<file path="config.mk">
export PLATFORM = sky130hd
export DESIGN_NAME = mem_copy_dma
export DESIGN_NICKNAME = d
export VERILOG_FILES = /design/src/rtl/mem_copy_dma.sv
export SDC_FILE = /design/constraint.sdc
export NUM_CORES = 1
export LEC_CHECK = 0
export BUFFER_PORTS_ARGS = -buffer_cell sky130_fd_sc_hd__buf_2
export CAP_MARGIN = 10
export CORE_AREA = 2 2 100 102
export DETAILED_ROUTE_END_ITERATION = 7
export DIE_AREA = 0 0 102 104
export REMOVE_ABC_BUFFERS = 1
export SYNTH_ARGS = -nofsm -noshare
export SYNTH_HDL_FRONTEND = slang
export SYNTH_SLANG_ARGS = --single-unit
</file>
<file path="constraint.sdc">
create_clock -name clk -period 2.12 [get_ports clk]
set_input_delay 0.424 -clock clk [delete_from_list [all_inputs] [get_ports clk]]
set_output_delay 0.424 -clock clk [all_outputs]
set_load 0.05 [all_outputs]
</file>
<file path="src/rtl/mem_copy_dma.sv">
// Word-by-word memory copy engine: reads a source word, writes it to the destination, repeats.
// Acts as initiator on a request/accept data port where stall=1 holds off acceptance.
module mem_copy_dma #(
   parameter int DATA_WIDTH = 16,
   parameter int ADDR_WIDTH = 10
) (
   input  logic                  clk,
   input  logic                  reset,
   input  logic                  start,
   input  logic                  abort,
   input  logic [ADDR_WIDTH-1:0] src_addr,
   input  logic [ADDR_WIDTH-1:0] dst_addr,
   input  logic [ADDR_WIDTH:0]   length,
   output logic                  busy,
   output logic                  done,
   output logic                  aborted,
   output logic [ADDR_WIDTH:0]   words_done,
   output logic [ADDR_WIDTH-1:0] data_addr,
   output logic                  read_m,
   output logic                  write_m,
   output logic [DATA_WIDTH-1:0] out_m,
   input  logic [DATA_WIDTH-1:0] in_m,
   input  logic                  stall
);

   localparam logic [ADDR_WIDTH-1:0] ADDR_ONE  = {{(ADDR_WIDTH-1){1'b0}}, 1'b1};
   localparam logic [ADDR_WIDTH-1:0] ADDR_ZERO = {ADDR_WIDTH{1'b0}};
   localparam logic [ADDR_WIDTH:0]   CNT_ONE   = {{ADDR_WIDTH{1'b0}}, 1'b1};
   localparam logic [ADDR_WIDTH:0]   CNT_ZERO  = {(ADDR_WIDTH+1){1'b0}};
   localparam logic [DATA_WIDTH-1:0] DATA_ZERO = {DATA_WIDTH{1'b0}};

   typedef enum logic [2:0] {
      S_IDLE = 3'd0,
      S_RD   = 3'd1,
      S_CAP  = 3'd2,
      S_WR   = 3'd3,
      S_FIN  = 3'd4
   } state_t;

   state_t                  state_r, state_nxt_s;
   logic [ADDR_WIDTH-1:0]   src_r, src_nxt_s;
   logic [ADDR_WIDTH-1:0]   dst_r, dst_nxt_s;
   logic [ADDR_WIDTH:0]     len_r, len_nxt_s;
   logic [ADDR_WIDTH:0]     words_r, words_nxt_s;
   logic [DATA_WIDTH-1:0]   data_r, data_nxt_s;
   logic [ADDR_WIDTH-1:0]   addr_r, addr_nxt_s;
   logic                    abort_pend_r, abort_pend_nxt_s;
   logic                    aborted_r, aborted_nxt_s;
   logic                    busy_r, done_r, read_r, write_r;
   logic                    start_acc_s, wr_acc_s, last_s;

   assign start_acc_s = (state_r == S_IDLE) && start;
   assign wr_acc_s    = (state_r == S_WR) && !stall;
   assign last_s      = ((words_r + CNT_ONE) == len_r);

   // State register
   always_ff @(posedge clk) begin
      if (reset) begin
         state_r <= S_IDLE;
      end else begin
         state_r <= state_nxt_s;
      end
   end

   // Next-state logic; the abort flag is only consulted after a write is accepted
   always_comb begin
      state_nxt_s = state_r;
      case (state_r)
         S_IDLE: begin
            if (start) begin
               state_nxt_s = (length == CNT_ZERO) ? S_FIN : S_RD;
            end else begin
               state_nxt_s = S_IDLE;
            end
         end
         S_RD: begin
            if (!stall) begin
               state_nxt_s = S_CAP;
            end else begin
               state_nxt_s = S_RD;
            end
         end
         S_CAP:   state_nxt_s = S_WR;
         S_WR: begin
            if (!stall) begin
               state_nxt_s = (last_s || abort_pend_r) ? S_FIN : S_RD;
            end else begin
               state_nxt_s = S_WR;
            end
         end
         S_FIN:   state_nxt_s = S_IDLE;
         default: state_nxt_s = S_IDLE;
      endcase
   end

   // Next values of the datapath and of the registered port outputs
   always_comb begin
      if (start_acc_s) begin
         src_nxt_s   = src_addr;
         dst_nxt_s   = dst_addr;
         len_nxt_s   = length;
         words_nxt_s = CNT_ZERO;
      end else if (wr_acc_s) begin
         src_nxt_s   = src_r + ADDR_ONE;
         dst_nxt_s   = dst_r + ADDR_ONE;
         len_nxt_s   = len_r;
         words_nxt_s = words_r + CNT_ONE;
      end else begin
         src_nxt_s   = src_r;
         dst_nxt_s   = dst_r;
         len_nxt_s   = len_r;
         words_nxt_s = words_r;
      end

      if (start_acc_s) begin
         abort_pend_nxt_s = 1'b0;
      end else if ((state_r != S_IDLE) && abort) begin
         abort_pend_nxt_s = 1'b1;
      end else begin
         abort_pend_nxt_s = abort_pend_r;
      end

      if (start_acc_s) begin
         aborted_nxt_s = 1'b0;
      end else if (wr_acc_s && (state_nxt_s == S_FIN)) begin
         aborted_nxt_s = abort_pend_r;
      end else begin
         aborted_nxt_s = aborted_r;
      end

      if (state_r == S_CAP) begin
         data_nxt_s = in_m;
      end else begin
         data_nxt_s = data_r;
      end

      // Address follows the state being entered so it is valid with the request
      case (state_nxt_s)
         S_RD:    addr_nxt_s = src_nxt_s;
         S_WR:    addr_nxt_s = dst_nxt_s;
         default: addr_nxt_s = addr_r;
      endcase
   end

   // Datapath and output registers
   always_ff @(posedge clk) begin
      if (reset) begin
         src_r        <= ADDR_ZERO;
         dst_r        <= ADDR_ZERO;
         len_r        <= CNT_ZERO;
         words_r      <= CNT_ZERO;
         data_r       <= DATA_ZERO;
         addr_r       <= ADDR_ZERO;
         abort_pend_r <= 1'b0;
         aborted_r    <= 1'b0;
         busy_r       <= 1'b0;
         done_r       <= 1'b0;
         read_r       <= 1'b0;
         write_r      <= 1'b0;
      end else begin
         src_r        <= src_nxt_s;
         dst_r        <= dst_nxt_s;
         len_r        <= len_nxt_s;
         words_r      <= words_nxt_s;
         data_r       <= data_nxt_s;
         addr_r       <= addr_nxt_s;
         abort_pend_r <= abort_pend_nxt_s;
         aborted_r    <= aborted_nxt_s;
         busy_r       <= (state_nxt_s != S_IDLE);
         done_r       <= (state_nxt_s == S_FIN);
         read_r       <= (state_nxt_s == S_RD);
         write_r      <= (state_nxt_s == S_WR);
      end
   end

   assign busy       = busy_r;
   assign done       = done_r;
   assign aborted    = aborted_r;
   assign words_done = words_r;
   assign data_addr  = addr_r;
   assign read_m     = read_r;
   assign write_m    = write_r;
   assign out_m      = data_r;

endmodule

</file>
==> flow_summary.ini <==
[run_status]
status = finished, violations left
violations = negative setup slack

[critical_path]
cp.required_ps = 2370
worstPathArrival_ps = 2520
endpoint_kind = register
critical_path_class = register to register
startpoint_type = register
critPathMaxFanout = 8

[layout]
layout.nets = 645
num-fill-cells = 968
antenna_cells = 0
area_delta_synth_final_pct = 35.1
final_cell_count_no_fill = 728
drive_gt1_share_pct = 33.4
fin_area_mm2 = 0.00502

[clock_tree]
cts_made_buffers = 9
cts_tree = yes
clkLatencyLatePin_ps = 340
clock-sinks = 77
clk_pin_slew_ps = 90
ctsHtreeMaxLevel = 3
clockBufferDepth = 2
root_buffer = clkbuf_8

[routing]
drcViolationCount = 0
viasPerCell = 5.01
finalWirelength_mm = 10.2
drtIter0Drc = 98
wl_per_cell_um = 14.1
postRouteAntennaNets = 0
vias = 3648
dr.pass1.iters = 4

[timing]
finalHoldViolCount = 0
skew_ps = 9.77
min_period_ps = 2270
rsz0062_at_grt = true
worst_slew_pin_slew_ps = 525
worst_slack_ps = -150
setup_viol = 13
fmax_mhz = 441
max_slew_margin_pct = 64.9
fin_crit_sh_pct = 107
hold_ws_ps = 315
slew_violations = 0

[power_and_ir_drop]
total_power_uw = 4230
p_leak_uw = 0.00208
irDropWorstVdd_mv = 0.507
powerDensity_mw_per_mm2 = 842

[floorplanning]
core_area_mm2 = 0.00955
die_w_um = 102
die_y_um = 104
std_cell_rows = 36
dieArea_mm2 = 0.0106
start_util_pct = 39.0
ios = 94

[place]
port_buffers = 93
globalplace.congestion = 0.851
dp.final_hpwl_mm = 7.53
pre_cts_slack_ps = -213
placed_area_mm2 = 0.00467
dp_cells = 712

[logic_synthesis]
synth.largest_area_cell = dfxtp_1
synth_flop_cell = dfxtp_1
ys_seq_area_share_pct = 41.4
synth_edf_count = 0
synth.yosys.warnings = 0
yosys-top-cells-area = dfxtp_1 41%, nand2_1 8.8%, xnor2_1 5.7%
async_flop_share_pct = 0
synth_area_per_cell_um2 = 8.10
synth_cell_types = 53
synth_top_area_share_pct = 41.4
syn_area_mm2 = 0.00372
ys_ff_latch = 77
postSynthCellCount = 459

[global_route]
antenna_found_initial = 0
grt_pass1_vias = 3493
grt_pass1_wl_mm = 16.6
grt_use_total_pct = 19.3
grt_max_degree = 39
grt_overflow = 0

[job]
maxCapViolations = 0

[hold_path]
hp-class = primary input to register
-- power breakdown --
| part | leakage [µW] | total, µW | switching [µW] | internal (µW) |
|---|---|---|---|---|
| combinational | 0.00132 | 1160 | 739 | 421 |
| clock | 0.000124 | 1370 | 583 | 791 |
| sequential | 0.000632 | 1700 | 106 | 1590 |
-- cell usage in the layout (no fill, tap or decap), types with 3 or more instances in the layout --
cell	instances
nor3_1	19
a311oi_2	7
buf_2	94
nand2_1	87
nor4_1	4
xor2_1	14
buf_4	52
nor2_1	52
a211o_1	3
o21ai_0	10
nand3_1	8
nand2b_1	5
a21oi_1	38
bufinv_16	3
xnor2_1	22
dfxtp_2	3
inv_1	5
clkbuf_8	9
a211oi_1	12
dfxtp_1	74
and2_1	3
a31oi_1	3
or3_1	3
nand4_1	8
o21ai_1	4
o211ai_1	3
-- final cells by class --
class	count	area, µm²	area share [%]
clock buffers	9	124	2.47
clock inverters	7	121	2.42
inverters	5	18.8	0.374
multi-input cells	347	2130	42.3
flip-flops and latches	77	1550	30.8
well taps	133	166	3.31
repair buffers	150	923	18.4
-- synthesized netlist by cell type (all sizes together), types with 2 or more instances --
cell type,count
a21oi,38
o211ai,3
nor3,21
xnor2,24
nor4,5
ha,3
and2,3
nand3,9
a31oi,3
and3,2
or3,3
nand2b,5
o31ai,2
a311oi,9
or2,2
buf,10
o41ai,2
nor2,54
nand2,87
a211o,3
dfxtp,77
nor2b,2
inv,5
clkbuf,20
xor2,15
and4,2
nand4,9
o21ai,15
a211oi,14
-- final timing paths --
kind / startpoint / depth (start not counted) / slack, ps / to
min: in_m[2] / 3 / 310 / out_m[2]
max reg2reg: words_done[0] / 9 / -150 / data_addr[5]
max: words_done[0] / 9 / -150 / data_addr[5]
min reg2reg: out_m[10] / 2 / 450 / out_m[10]
-- registers in the layout, summed over array words and instances (netlist names), 3 cells and up --
| signal | flops |
|---|---|
| out_m | 16 |
| len_r | 11 |
| words_done | 11 |
| data_addr | 10 |
| dst_r | 10 |
| src_r | 10 |
| state_r | 3 |
-- per-layer routing --
layer | global-route usage (%) | routed length [µm] | vias up
met2 | 31.7 | 5040 | 88
met1 | 26.1 | 4680 | 1708
met4 | 5.33 | 97 | 0
met3 | 3.09 | 420 | 8
met5 | 0 | 0 | -
li1 | - | - | 1844
-- timing repair --
action,in CTS,in global routing
setup buffers,0,0
pin swaps,4,3
gates cloned,1,0
resized for setup,13,12
hold buffers,0,0
endpoints found under the setup margin,15,16
-- metrics by stage --
stage	util [%]	setup TNS, ps
CTS	52.0	-1310
global route	52.6	-2890
detailed placement	48.9	-2180
global placement	48.9	-1620
floorplan	-	-15100
finish	52.6	-1380
-- cell families (layout without fill, tap and decap cells) --
family / Yosys count / count (layout) / share of synthesized area, %
buffers and inverters: 35 / 171 / 4.10
and+or+nand+nor: 209 / 209 / 26.3
DFF: 77 / 77 / 41.4
AOI/OAI and AO/OA: 95 / 95 / 17.7
xor gates and xnor gates: 39 / 39 / 9.18
muxes: 1 / 1 / 0.269
adders and majority gates: 3 / 3 / 1.01
-- critical path: stages, from the launching register on --
cell	delay (ps)
dfxtp_2	370
ha_4	160
nand3_1	120
o21ai_1	280
o31ai_4	140
nor4_4	330
a311oi_2	170
or2_4	280
buf_12	150
a311oi_2	180
(Power assumes the default switching activity.)
